--- src/rtl/seq_booth_divider.sv ---
// Sequential signed divider: restoring division on operand magnitudes, one quotient bit per clock,
// followed by a sign-fix cycle that publishes registered results and a one-cycle done pulse.
module seq_booth_divider #(
   parameter int WIDTH = 4
) (
   input  logic             clk,
   input  logic             rst_n,
   input  logic             start,
   input  logic [WIDTH-1:0] dividend,
   input  logic [WIDTH-1:0] divisor,
   output logic             busy,
   output logic             done,
   output logic [WIDTH-1:0] quotient,
   output logic [WIDTH-1:0] remainder,
   output logic             div_by_zero,
   output logic             overflow
);

   localparam int CW = $clog2(WIDTH + 1);

   typedef enum logic [1:0] {
      S_IDLE = 2'd0,
      S_CALC = 2'd1,
      S_FIX  = 2'd2
   } state_t;

   state_t state_q, state_d;

   // Iteration datapath
   logic [CW-1:0]    cnt_q, cnt_d;
   logic [WIDTH:0]   prem_q, prem_d;
   logic [WIDTH-1:0] qsh_q, qsh_d;
   logic [WIDTH-1:0] dsr_mag_q, dsr_mag_d;
   logic [WIDTH-1:0] dvd_q, dvd_d;
   logic             sign_q_q, sign_q_d;
   logic             sign_r_q, sign_r_d;
   logic             dbz_pend_q, dbz_pend_d;
   logic             ovf_pend_q, ovf_pend_d;

   // Published results
   logic [WIDTH-1:0] quotient_q, quotient_d;
   logic [WIDTH-1:0] remainder_q, remainder_d;
   logic             dbz_q, dbz_d;
   logic             ovf_q, ovf_d;
   logic             done_q, done_d;

   logic [WIDTH-1:0] dvd_mag, dsr_mag;
   logic [WIDTH+1:0] rem_wide;
   logic [WIDTH:0]   trial_diff;
   logic             trial_ge;
   logic             last_iter;

   // Magnitudes as unsigned values; the most negative operand maps onto 2^(WIDTH-1).
   assign dvd_mag = dividend[WIDTH-1] ? (~dividend + 1'b1) : dividend;
   assign dsr_mag = divisor[WIDTH-1]  ? (~divisor  + 1'b1) : divisor;

   assign rem_wide   = {prem_q, qsh_q[WIDTH-1]};
   assign trial_ge   = (rem_wide >= {2'b00, dsr_mag_q});
   assign trial_diff = rem_wide[WIDTH:0] - {1'b0, dsr_mag_q};
   assign last_iter  = (cnt_q == CW'(WIDTH - 1));

   // NOTE: sequential state uses non-blocking assignments so every register samples pre-edge values.
   always_ff @(posedge clk) begin
      if (!rst_n) begin
         state_q <= S_IDLE;
      end else begin
         state_q <= state_d;
      end
   end

   // NOTE: every combinational output gets a default first so no path can infer a latch.
   always_comb begin
      state_d = state_q;
      unique case (state_q)
         S_IDLE:  if (start) state_d = S_CALC;
         S_CALC:  if (last_iter) state_d = S_FIX;
         S_FIX:   state_d = S_IDLE;
         default: state_d = S_IDLE;
      endcase
   end

   always_comb begin
      busy        = (state_q != S_IDLE);
      done_d      = 1'b0;
      quotient_d  = quotient_q;
      remainder_d = remainder_q;
      dbz_d       = dbz_q;
      ovf_d       = ovf_q;
      if (state_q == S_FIX) begin
         done_d = 1'b1;
         if (dbz_pend_q) begin
            quotient_d  = '1;
            remainder_d = dvd_q;
            dbz_d       = 1'b1;
            ovf_d       = 1'b0;
         end else if (ovf_pend_q) begin
            quotient_d  = {1'b1, {(WIDTH-1){1'b0}}};
            remainder_d = '0;
            dbz_d       = 1'b0;
            ovf_d       = 1'b1;
         end else begin
            quotient_d  = sign_q_q ? (~qsh_q + 1'b1) : qsh_q;
            remainder_d = sign_r_q ? (~prem_q[WIDTH-1:0] + 1'b1) : prem_q[WIDTH-1:0];
            dbz_d       = 1'b0;
            ovf_d       = 1'b0;
         end
      end
   end

   always_comb begin
      cnt_d      = cnt_q;
      prem_d     = prem_q;
      qsh_d      = qsh_q;
      dsr_mag_d  = dsr_mag_q;
      dvd_d      = dvd_q;
      sign_q_d   = sign_q_q;
      sign_r_d   = sign_r_q;
      dbz_pend_d = dbz_pend_q;
      ovf_pend_d = ovf_pend_q;
      unique case (state_q)
         S_IDLE: begin
            if (start) begin
               cnt_d      = '0;
               prem_d     = '0;
               qsh_d      = dvd_mag;
               dsr_mag_d  = dsr_mag;
               dvd_d      = dividend;
               sign_q_d   = dividend[WIDTH-1] ^ divisor[WIDTH-1];
               sign_r_d   = dividend[WIDTH-1];
               dbz_pend_d = (divisor == '0);
               ovf_pend_d = (dividend == {1'b1, {(WIDTH-1){1'b0}}}) && (divisor == '1);
            end
         end
         S_CALC: begin
            // Shift in the next dividend bit, keep the trial difference only when it is non-negative.
            prem_d = trial_ge ? trial_diff : rem_wide[WIDTH:0];
            qsh_d  = {qsh_q[WIDTH-2:0], trial_ge};
            cnt_d  = cnt_q + 1'b1;
         end
         default: ;
      endcase
   end

   // Every register, datapath included, is cleared by reset so an abandoned operation leaves no trace.
   always_ff @(posedge clk) begin
      if (!rst_n) begin
         cnt_q       <= '0;
         prem_q      <= '0;
         qsh_q       <= '0;
         dsr_mag_q   <= '0;
         dvd_q       <= '0;
         sign_q_q    <= 1'b0;
         sign_r_q    <= 1'b0;
         dbz_pend_q  <= 1'b0;
         ovf_pend_q  <= 1'b0;
         quotient_q  <= '0;
         remainder_q <= '0;
         dbz_q       <= 1'b0;
         ovf_q       <= 1'b0;
         done_q      <= 1'b0;
      end else begin
         cnt_q       <= cnt_d;
         prem_q      <= prem_d;
         qsh_q       <= qsh_d;
         dsr_mag_q   <= dsr_mag_d;
         dvd_q       <= dvd_d;
         sign_q_q    <= sign_q_d;
         sign_r_q    <= sign_r_d;
         dbz_pend_q  <= dbz_pend_d;
         ovf_pend_q  <= ovf_pend_d;
         quotient_q  <= quotient_d;
         remainder_q <= remainder_d;
         dbz_q       <= dbz_d;
         ovf_q       <= ovf_d;
         done_q      <= done_d;
      end
   end

   assign done        = done_q;
   assign quotient    = quotient_q;
   assign remainder   = remainder_q;
   assign div_by_zero = dbz_q;
   assign overflow    = ovf_q;

endmodule

--- config.mk ---
export PLATFORM = sky130hd
export DESIGN_NAME = seq_booth_divider
export DESIGN_NICKNAME = d
export VERILOG_FILES = /design/src/rtl/seq_booth_divider.sv
export SDC_FILE = /design/constraint.sdc
export NUM_CORES = 1
export LEC_CHECK = 0
export ABC_CLOCK_PERIOD_IN_PS = 2850
export BUFFER_PORTS_ARGS = -buffer_cell sky130_fd_sc_hd__buf_2
export CAP_MARGIN = 40
export CORE_MARGIN = 2
export CORE_UTILIZATION = 55
export CTS_BUF_LIST = sky130_fd_sc_hd__clkbuf_8
export CTS_CLUSTER_DIAMETER = 50
export DETAILED_ROUTE_END_ITERATION = 8
export PLACE_DENSITY = 0.77
export SYNTH_ARGS = -nofsm -noshare
export SYNTH_HDL_FRONTEND = slang
export SYNTH_SLANG_ARGS = --single-unit
--- constraint.sdc ---
create_clock -name clk -period 2.85 [get_ports clk]
set_input_delay 0.285 -clock clk [delete_from_list [all_inputs] [get_ports clk]]
set_output_delay 0.285 -clock clk [all_outputs]
set_load 0.1 [all_outputs]
Word-level counts from Yosys, hierarchy flattened
Index checks and enable logic that the tools add are counted.

Output and inout bits: 12. Bits in registers: 37. Input bits: 11. Word-level logic and storage cells: 64.

Muxes and demuxes: 22. Bitwise gates (word level): 5. Equal/unequal tests: 7. $add $sub $neg: 6. Order comparisons: 1. Reduce and logical (&&, ||, !) cells: 8.

Operators by type and width (number): $mux W4 (9); $add A4 B1 Y4 const B (4); $not A4 Y4 (4); $mux W5 (2); $pmux W5 S2 (1); $eq A4 B4 Y1 const B (2); $pmux W4 S2 (1); $ge A6 B4 Y1 (1); $pmux W3 S2 (1); $reduce_and A2 Y1 (3); $sub A5 B4 Y5 (1); $logic_not A4 Y1 (1); $mux W1 (4); $mux W2 (2); $ne A2 B2 Y1 const B (2); $pmux W2 S2 (1); $reduce_bool A2 Y1 (2); $add A3 B1 Y3 const B (1); $eq A3 B2 Y1 const B (1); $mux W3 (1); $eq A2 B1 Y1 const B (1); $eq A2 B2 Y1 const B (1); $logic_not A2 Y1 (1); $logic_and A1 B1 Y1 (1); $xor A1 B1 Y1 (1).

Longest topological paths before layout
Gate-level depths: netlist (run 1).

Depth after elaboration: 5. Mapped depth: 9. Mapped depth without buffers: 8.

Worst setup path after synthesis (run 1)
Ideal clock, no wire load.

Kind: flip-flop to flip-flop. Start: register qsh_q[3]. End: register prem_q[0]. Arrival: 1.662 ns. Clock period less this slack: 1.779 ns. Buffers on the path: 1. Setup slack: 1.071 ns. Stages on the path, launching flop included: 10. Library setup time: 0.117 ns. Cells stage by stage: dfxtp_1 > inv_1 > ha_1 > inv_1 > fa_1 > nand3_1 > and2_1 > clkbuf_1 > nand3_1 > a32o_1.

Longest elaborated chain between the ends: 3. Elaborated cells on any way between the ends: 4. Those cells by class: 1 x add/sub; 1 x order compare; 2 x mux.

Ends and longest elaborated chain: start, declared (line 32) `logic [WIDTH-1:0] qsh_q, qsh_d;`; start signal, assigned (line 164) `qsh_q <= qsh_d;`; $sub A5 B4 Y5 / $ge A6 B4 Y1 (equally long branches) (line 59, 58); $mux W5 (*) (line 136) `prem_d = trial_ge ? trial_diff : rem_wide[WIDTH:0];`; $pmux W5 S2 (*) (line 120) `unique case (state_q)`; end signal, assigned (line 163) `prem_q <= prem_d;`; end, declared (line 31) `logic [WIDTH:0] prem_q, prem_d;`.

Every way passes the cells marked *; elsewhere a longest branch is shown, timed or not. A chain may end at the register's enable or synchronous reset.

Worst setup path after layout (run 1)
Same ends and word-level chain as after synthesis.

==> impl_metrics.py, run 1 <==
metrics = {
    "layout": {
        "diodes": 0,
        "nNetsFinal": 268,
        "layout-drive-gt1-share": 0.138,
        "area_delta_synth_final_pct": 12.3,
        "fill_cells": 304,
    },
    "setup_path": {
        "crit_type": "reg2reg",
        "cp_max_fo": 6,
        "critPathCaptureType": "flop",
        "crit_path_start_kind": "flop",
        "rr_worst_depth": 8,
        "regToRegSetupSlack_ns": 0.99,
        "cp.arrival_ns": 2.04,
        "cp.required_ns": 3.04,
    },
    "clock_network": {
        "cts_resized": 0,
        "cts_tree": "built",
        "cts_root_buf": "clkbuf_8",
        "hold_buffers": 0,
        "clock_latency_ns": 0.29,
        "cts_buffers": 5,
        "clk_pin_slew_ns": 0.08,
        "cts.path.max_buffers": 2,
        "htreeDepth": 2,
        "cts_sinks": 36,
        "post_cts_buffers": 0,
    },
    "global_route": {
        "grtUsageTotal": 0.213,
        "grt_pass1_vias": 1478,
        "grt_antenna_before_repair": 0,
        "grt_overflow": 0,
        "grt_pass1_wl_um": 6640,
        "grt_max_degree": 35,
    },
    "synth": {
        "synth_area_sq_um": 1910,
        "synthDistinctLibCells": 45,
        "synth_flop_cell": "dfxtp_1",
        "syn_area_per_cell_sq_um": 8.49,
        "yosys_warnings": 0,
        "synth_edf_count": 0,
        "ys_seq_area_frac": 0.377,
        "syn_inst": 225,
        "ys_seq_elements": 36,
        "synth_nets": 248,
        "async_flop_share": 0,
    },
    "die": {
        "dieArea_sq_um": 3960,
        "io_pins": 23,
        "initial_core_util": 0.572,
        "core_sq_um": 3340,
        "rows": 21,
        "die_h_um": 62.9,
        "die_w_um": 62.9,
    },
    "timing": {
        "slew-limit-headroom": 0.655,
        "fin_ws_ns": 0.992,
        "fin_skew_ns": 0.00435,
        "min_period_ns": 1.86,
        "period_share": 0.652,
        "setup_violations": 0,
        "worst_pin_slew_ns": 0.517,
        "rsz0062_at_grt": "no",
        "report.final.hold_viol_count": 0,
        "final_max_slew_viol_count": 0,
        "setup_tns_ns": 0,
        "timing.fmax_ghz": 0.538,
    },
    "flow_run": {
        "maxCapViolCount": 0,
    },
    "route": {
        "drc": 0,
        "wl_per_cell_um": 13.3,
        "dr.pass1.iters": 4,
        "vias": 1587,
        "via_per_inst": 5.43,
        "ant_nets": 0,
        "routed_wl_um": 3890,
        "drt_iter0_drc": 99,
    },
    "place": {
        "pre_cts_slack_ns": 1.02,
        "place_congestion": 0.889,
        "port-buffer-count": 22,
        "hpwl_um": 2800,
    },
    "power_and_ir_drop": {
        "ir_drop_mv": 0.396,
        "leakagePower_nw": 0.918,
        "power_density_nw_per_um2": 571,
        "p_total_mw": 1.22,
    },
    "status": {
        "status": "complete, no violations",
    },
    "worst_hold_path": {
        "min_path_cells": 3,
        "worstHoldPathType": "in2reg",
    },
}
[where the power goes]
group          switching (mW)  internal [mW]
clock                   0.195          0.259
combinational           0.132         0.0850
sequential             0.0266          0.526
[critical path, cell delays in order (launching register included)]
cell and delay, ns:
dfxtp_1 0.31, inv_1 0.10, ha_1 0.18, inv_1 0.06
fa_1 0.39, nand3_1 0.10, and2_1 0.24, nand3_1 0.11
a32o_1 0.25
[cell families after synthesis]
group	count (synthesis)	share of synthesized area
compound gates	61	0.218
xor+xnor	9	0.0413
fa+ha+maj	12	0.0826
buf+inv	26	0.0590
flops	36	0.377
mux	1	0.00524
simple gates	80	0.217
[metrics by stage]
step           area [sq um]  hold WS, ns  std cells  utilization
2_1_floorplan          1910        0.430        225            -
3_3_place_gp           2030        0.450        284        0.609
3_5_place_dp           2030        0.457        284        0.609
4_1_cts                2140        0.273        292        0.642
5_1_grt                2140        0.300        292        0.642
6_report               2140        0.281        292        0.642
[Yosys cell counts, types with 4 or more instances]
cell | number | share of area
o211a_1 | 4 | 0.021
a21oi_1 | 11 | 0.029
ha_1 | 11 | 0.072
a221oi_1 | 5 | 0.023
a21boi_0 | 11 | 0.043
nand2b_1 | 6 | 0.020
and2_1 | 7 | 0.023
inv_1 | 16 | 0.031
dfxtp_1 | 36 | 0.38
nor2_1 | 8 | 0.016
nor2b_1 | 6 | 0.020
clkbuf_1 | 5 | 0.0098
nand3_1 | 7 | 0.018
o21ai_0 | 14 | 0.037
xnor2_1 | 9 | 0.041
nand2_1 | 31 | 0.061
[layout make-up]
cell class | count | area (sq um) | area share
clock inverters | 3 | 42.5 | 0.0198
inverters | 16 | 60.1 | 0.0280
repair buffers | 23 | 118 | 0.0549
clock buffers | 5 | 68.8 | 0.0321
multi-input cells | 163 | 1080 | 0.502
flip-flops and latches | 36 | 721 | 0.336
well taps | 46 | 57.6 | 0.0269
[cell usage in the layout, fill, tap and decap left out, types with 2 or more instances in the layout]
master	count
o211ai_1	2
nand2b_1	6
nand4_1	3
o31ai_1	2
nor2_1	8
a32o_1	2
o21ai_1	2
xnor2_1	9
nor2b_1	6
ha_1	11
a221oi_1	5
buf_2	22
and3_1	2
nand3_1	7
inv_1	16
a21oi_1	11
o21ai_0	14
dfxtp_1	36
clkbuf_8	5
and2_1	7
o211a_1	4
a21boi_0	11
nand2_1	31
[path summary, 6_finish.rpt]
| path | from | end |
|---|---|---|
| setup reg to reg | qsh_q[3] | prem_q[0] |
| hold reg to reg | overflow | overflow |
| hold / removal | dividend[1] | dvd_q[1] |
| setup / recovery | qsh_q[3] | prem_q[0] |
[per-layer routing]
layer / GRT usage / vias up / routed length (um)
met5: 0 / - / 0
met4: 0.0833 / 0 / 53
met3: 0.0613 / 6 / 146
met2: 0.331 / 30 / 1740
met1: 0.279 / 727 / 1950
li1: - / 824 / -
[state kept, by name, summed over array words and instances, names as in the netlist, 2 cells and up]
register / cells
prem_q: 5
dsr_mag_q: 4
dvd_q: 4
qsh_q: 4
quotient: 4
remainder: 4
cnt_q: 3
state_q: 2
No activity file was read; power rests on OpenSTA's default activity.
==> run 2: changes to the inputs <==
Settings changed: ABC_AREA set to 1, ABC_CLOCK_PERIOD_IN_PS 2850 to 1700, CORE_UTILIZATION 55 to 54, PLACE_DENSITY 0.77 to 0.79.
Clock period 2.85 ns to 1.7 ns, I/O delays scaled along.
==> run 2 against run 1 <==
Sequential share of layout area decreased by 1.6 points. Synthesized cell count rose by 17%. Non-clock buffer count increased by 8. Area after synthesis increased by 1.4%. Combinational power rose by 150%. Utilization up 2.4 points. Sequential power is 69% higher. Critical path type unchanged. Largest cell class unchanged. Highest routed layer unchanged.
==> impl_metrics.py, run 2 <==
metrics = {
    "die": {
        "rows": 21,
        "initial_core_util": 0.571,
        "die_h_um": 63.9,
        "core_sq_um": 3390,
        "dieArea_sq_um": 4080,
        "io_pins": 23,
        "die_w_um": 63.9,
    },
    "setup_path": {
        "crit_path_end": "prem_q[0]",
        "r2r_end": "prem_q[0]",
        "cp.required_ns": 1.94,
        "cp_max_fo": 6,
        "critPathCaptureType": "flop",
        "crit_type": "reg2reg",
        "reg2reg_from": "qsh_q[3]",
        "rr_worst_depth": 12,
        "regToRegSetupSlack_ns": 0.02,
        "critPathLaunch": "qsh_q[3]",
        "crit_path_start_kind": "flop",
        "cp.arrival_ns": 1.93,
    },
    "global_route": {
        "grt_antenna_before_repair": 0,
        "grt_max_degree": 28,
        "grt_pass1_vias": 1647,
        "grt_pass1_wl_um": 7310,
        "grtUsageTotal": 0.231,
        "grt_overflow": 0,
    },
    "layout": {
        "final_area_sq_um": 2260,
        "mostFrequentLayoutCells": "nand2_1, dfxtp_1, inv_1",
        "stdcell_count": 341,
        "fill_cells": 297,
        "post-route-util": 0.666,
        "layout-drive-gt1-share": 0.207,
        "area_delta_synth_final_pct": 16.6,
        "diodes": 0,
        "nNetsFinal": 317,
        "largest_reg_flops": 5,
        "multiInputGateArea_sq_um": 1030,
        "regMostFlops": "prem_q",
        "regArea_sq_um": 723,
        "mostFrequentLayoutCell": "nand2_1",
    },
    "synth": {
        "syn_area_per_cell_sq_um": 7.33,
        "async_flop_share": 0,
        "yosys.area.top_type": "dfxtp_1",
        "synthDistinctLibCells": 31,
        "synthTopCellsByArea": "dfxtp_1, nand2_1, ha_1",
        "synth_nets": 287,
        "ys_seq_elements": 36,
        "synth_flop_cell": "dfxtp_1",
        "synth.most_common_cell": "nand2_1",
        "synth_edf_count": 0,
        "synth_common_cells": "nand2_1, dfxtp_1, inv_1, nor2_1, nand3_1",
        "yosys_warnings": 0,
        "synth_area_sq_um": 1940,
        "yosysTopAreaCellShare": 0.372,
        "syn_inst": 264,
        "ys_seq_area_frac": 0.372,
    },
    "place": {
        "hpwl_um": 3120,
        "port-buffer-count": 22,
        "place_congestion": 0.893,
        "post_dp_cell_area_sq_um": 2100,
        "place_inst": 332,
        "pre_cts_slack_ns": -0.0887,
    },
    "timing": {
        "min_period_ns": 1.68,
        "fin_ws_ns": 0.0159,
        "final_max_slew_viol_count": 0,
        "worst_pin_slew_ns": 0.486,
        "setup_violations": 0,
        "setup_tns_ns": 0,
        "holdWs_ns": 0.171,
        "period_share": 0.991,
        "report.final.hold_viol_count": 0,
        "fin_skew_ns": 0.00982,
        "rsz0062_at_grt": "yes",
        "timing.fmax_ghz": 0.594,
        "slew-limit-headroom": 0.678,
    },
    "clock_network": {
        "cts_buffers": 5,
        "cts_sinks": 36,
        "clk_pin_slew_ns": 0.08,
        "hold_buffers": 0,
        "clock_latency_ns": 0.29,
        "htreeDepth": 2,
        "cts.path.max_buffers": 2,
        "cts_root_buf": "clkbuf_8",
        "cts_tree": "built",
    },
    "power_and_ir_drop": {
        "ir_drop_mv": 0.584,
        "leakagePower_nw": 1.03,
        "power_density_nw_per_um2": 982,
        "p_total_mw": 2.22,
    },
    "route": {
        "drc": 0,
        "via_per_inst": 5.15,
        "routed_wl_um": 4300,
        "drt_iter0_drc": 66,
        "vias": 1756,
        "dr.pass1.iters": 4,
        "ant_nets": 0,
        "wl_per_cell_um": 12.6,
    },
    "flow_run": {
        "maxCapViolCount": 0,
    },
    "status": {
        "status": "complete, no violations",
    },
    "worst_hold_path": {
        "worstHoldPathType": "in2reg",
    },
}
## run 2: repair_timing
action,4_1_cts,5_1_grt
pin swaps,1,7
gates cloned,0,0
gates resized for setup,2,10
buffers inserted,0,1
setup endpoints to repair,6,5
## run 2: cell families (layout without fill, tap and decap cells)
logic type	count (synthesis)	count (layout)	share of synthesized area
buffers and inverters	48	79	0.108
AOI/OAI and AO/OA	42	42	0.122
xor gates and xnor gates	6	6	0.0271
DFF	36	36	0.372
adders and majority gates	12	12	0.0814
and+or+nand+nor	120	120	0.290
## run 2: cell type report
type                    count  share of cell area
clock buffers               5              0.0305
clock inverters             3              0.0188
inverters                  40              0.0665
multi-input cells         180               0.458
flip-flops and latches     36               0.320
well taps                  46              0.0255
repair buffers             31              0.0804
## run 2: worst max-delay path: stages, from the launching register on
cell and delay [ns]:
dfxtp_2 0.33, inv_2 0.07, ha_4 0.12, inv_2 0.04
fa_2 0.37, inv_2 0.07, nor2_2 0.05, nor2_4 0.17
buf_6 0.13, nand4_1 0.09, nand3_1 0.09, nand2_1 0.05
inv_1 0.04
## run 2: worst min-delay path by stage
stage | to | startpoint | slack, ns | cells after the start
floorplan | dsr_mag_q[1] | divisor[3] | 0.32 | 2
global placement | dvd_q[1] | dvd_q[1] | 0.44 | 2
detailed placement | dvd_q[1] | dvd_q[1] | 0.44 | 2
CTS | dsr_mag_q[1] | divisor[1] | 0.17 | 3
global route | dsr_mag_q[1] | divisor[1] | 0.17 | 3
finish | dsr_mag_q[1] | divisor[1] | 0.17 | 3
## run 2: where the power goes
part / internal [mW] / total [mW] / switching, mW
clock network: 0.434 / 0.753 / 0.319
logic: 0.200 / 0.534 / 0.335
registers: 0.890 / 0.931 / 0.0407
## run 2: metal layers
metal	share of wire	track usage	wire length (um)	up-vias
li1	-	-	-	913
met4	0.023	0.0897	97	0
met5	0	0	0	-
met2	0.48	0.385	2070	59
met1	0.43	0.284	1850	773
met3	0.064	0.0599	277	11
==> run 3: changes to the inputs <==
Settings changed: BUFFER_PORTS_ARGS -buffer_cell sky130_fd_sc_hd__buf_2 to unset, CORE_UTILIZATION 54 to 55, DONT_BUFFER_PORTS set to 1, PLACE_DENSITY 0.79 to 0.74.
==> run 3 against run 2 <==
Maximum frequency is 1.4% higher. Highest routed layer unchanged. Flip-flop and latch count stayed put. Worst setup slack better by 0.023 ns. Register-to-register slack better by 0.02 ns. Combinational power is 6.2% higher. Global-route usage is 0.64 points higher. Die area is 1.7% lower. Clock-buffer cell count is 2 higher.
==> impl_metrics.py, run 3 (synthesis results as in run 2) <==
metrics = {
    "die": {
        "rows": 21,
        "die_w_um": 63.3,
        "initial_core_util": 0.576,
        "die_h_um": 63.3,
        "dieArea_sq_um": 4010,
        "core_sq_um": 3360,
        "io_pins": 23,
    },
    "clock_network": {
        "cts_buffers": 5,
        "clk_pin_slew_ns": 0.07,
        "htreeDepth": 2,
        "cts_tree": "built",
        "clock_latency_ns": 0.29,
        "cts_root_buf": "clkbuf_8",
        "cts_sinks": 36,
        "cts.path.max_buffers": 2,
    },
    "route": {
        "via_per_inst": 5.20,
        "drc": 0,
        "ant_nets": 0,
        "dr.pass1.iters": 5,
        "routed_wl_um": 4360,
        "drt_iter0_drc": 124,
        "vias": 1759,
        "wl_per_cell_um": 12.9,
    },
    "layout": {
        "layout-drive-gt1-share": 0.209,
        "nNetsFinal": 314,
        "diodes": 0,
        "regMostFlops": "prem_q",
        "stdcell_count": 338,
        "regArea_sq_um": 723,
        "mostFrequentLayoutCells": "nand2_1, dfxtp_1, inv_1",
        "area_delta_synth_final_pct": 20.2,
        "fill_cells": 300,
        "largest_reg_flops": 5,
        "mostFrequentLayoutCell": "nand2_1",
        "multiInputGateArea_sq_um": 1050,
    },
    "place": {
        "pre_cts_slack_ns": -0.0666,
        "place_congestion": 0.967,
        "port-buffer-count": 0,
        "place_inst": 323,
        "hpwl_um": 3050,
    },
    "setup_path": {
        "cp_max_fo": 5,
        "cp.arrival_ns": 1.89,
        "crit_type": "reg2reg",
        "cp.required_ns": 1.93,
        "reg2reg_from": "qsh_q[3]",
        "critPathCaptureType": "flop",
        "crit_path_start_kind": "flop",
        "critPathLaunch": "qsh_q[3]",
    },
    "timing": {
        "fin_skew_ns": 0.00568,
        "worst_pin_slew_ns": 0.419,
        "min_period_ns": 1.66,
        "setup_tns_ns": 0,
        "period_share": 0.977,
        "slew-limit-headroom": 0.720,
        "final_max_slew_viol_count": 0,
        "setup_violations": 0,
        "holdWs_ns": 0.0162,
        "report.final.hold_viol_count": 0,
        "timing.fmax_ghz": 0.602,
        "fin_ws_ns": 0.0388,
    },
    "global_route": {
        "grtUsageTotal": 0.238,
        "grt_pass1_wl_um": 7420,
        "grt_overflow": 0,
        "grt_pass1_vias": 1642,
        "grt_max_degree": 14,
        "grt_antenna_before_repair": 0,
    },
    "power_and_ir_drop": {
        "leakagePower_nw": 1.03,
        "switching_share": 0.295,
        "ir_drop_mv": 0.734,
        "clockPowerShare": 0.354,
        "p_seq_frac": 0.402,
        "pwr-share-comb": 0.245,
        "power_density_nw_per_um2": 995,
        "p_int_mw": 1.63,
        "netSwitchingPower_mw": 0.684,
        "p_total_mw": 2.32,
    },
    "status": {
        "status": "complete, no violations",
    },
    "worst_hold_path": {
        "worstHoldPathType": "in2reg",
        "hp-start": "rst_n",
    },
    "flow_run": {
        "maxCapViolCount": 0,
    },
}
==> run 3: cell type report <==
cell class                 count  share of cell area
inverter                      40              0.0645
clock inverter                 1              0.0129
clock buffer                   7              0.0414
sequential                    36               0.311
tap                           46              0.0247
timing repair buffer          28              0.0946
multi-input combinational    180               0.451
==> run 3: path summary, 6_finish.rpt <==
check             slack, ns        end  depth (start not counted)
setup / recovery       0.04  prem_q[3]                         12
hold / removal         0.02   dvd_q[1]                          2
setup reg to reg       0.04  prem_q[3]                         12
hold reg to reg        0.45   dvd_q[1]                          2
==> run 3: timing repair <==
item,CTS,global route
endpoints found under the setup margin,5,5
setup buffers,2,4
endpoints found under the hold margin,4,0
pin swaps,6,5
cloned,0,0
gates resized for setup,10,7
hold buffers,1,0
==> run 3: layer usage <==
metal | part of all wire | wire (um) | global-route usage
met1 | 0.43 | 1890 | 0.285
met2 | 0.46 | 1990 | 0.378
met3 | 0.088 | 384 | 0.0857
met4 | 0.021 | 93 | 0.111
met5 | 0 | 0 | 0
==> run 3: through the flow <==
step                utilization  area, sq um
floorplan                     -         1940
global placement          0.622         2090
detailed placement        0.622         2090
CTS                       0.676         2270
global route              0.692         2330
finish                    0.692         2330
==> run 3: power groups by stage <==
stage                     combinational, mW  clock [mW]  sequential, mW
final                                 0.567       0.819           0.931
after CTS                             0.502       0.843           0.929
after global routing                  0.632       0.879           0.936
after floorplan                       0.372           0           0.939
after detailed placement              0.465           0           0.947
after global placement                0.460           0           0.946
==> run 3: critical path, stage by stage (launching register included) <==
cell	delay, ns
dfxtp_2	0.33
inv_2	0.07
ha_4	0.12
inv_2	0.04
fa_2	0.34
inv_2	0.06
nor2_2	0.05
nor2_4	0.18
buf_6	0.13
nand4_1	0.09
nand2_1	0.08
nor2_1	0.04
nor2_1	0.08
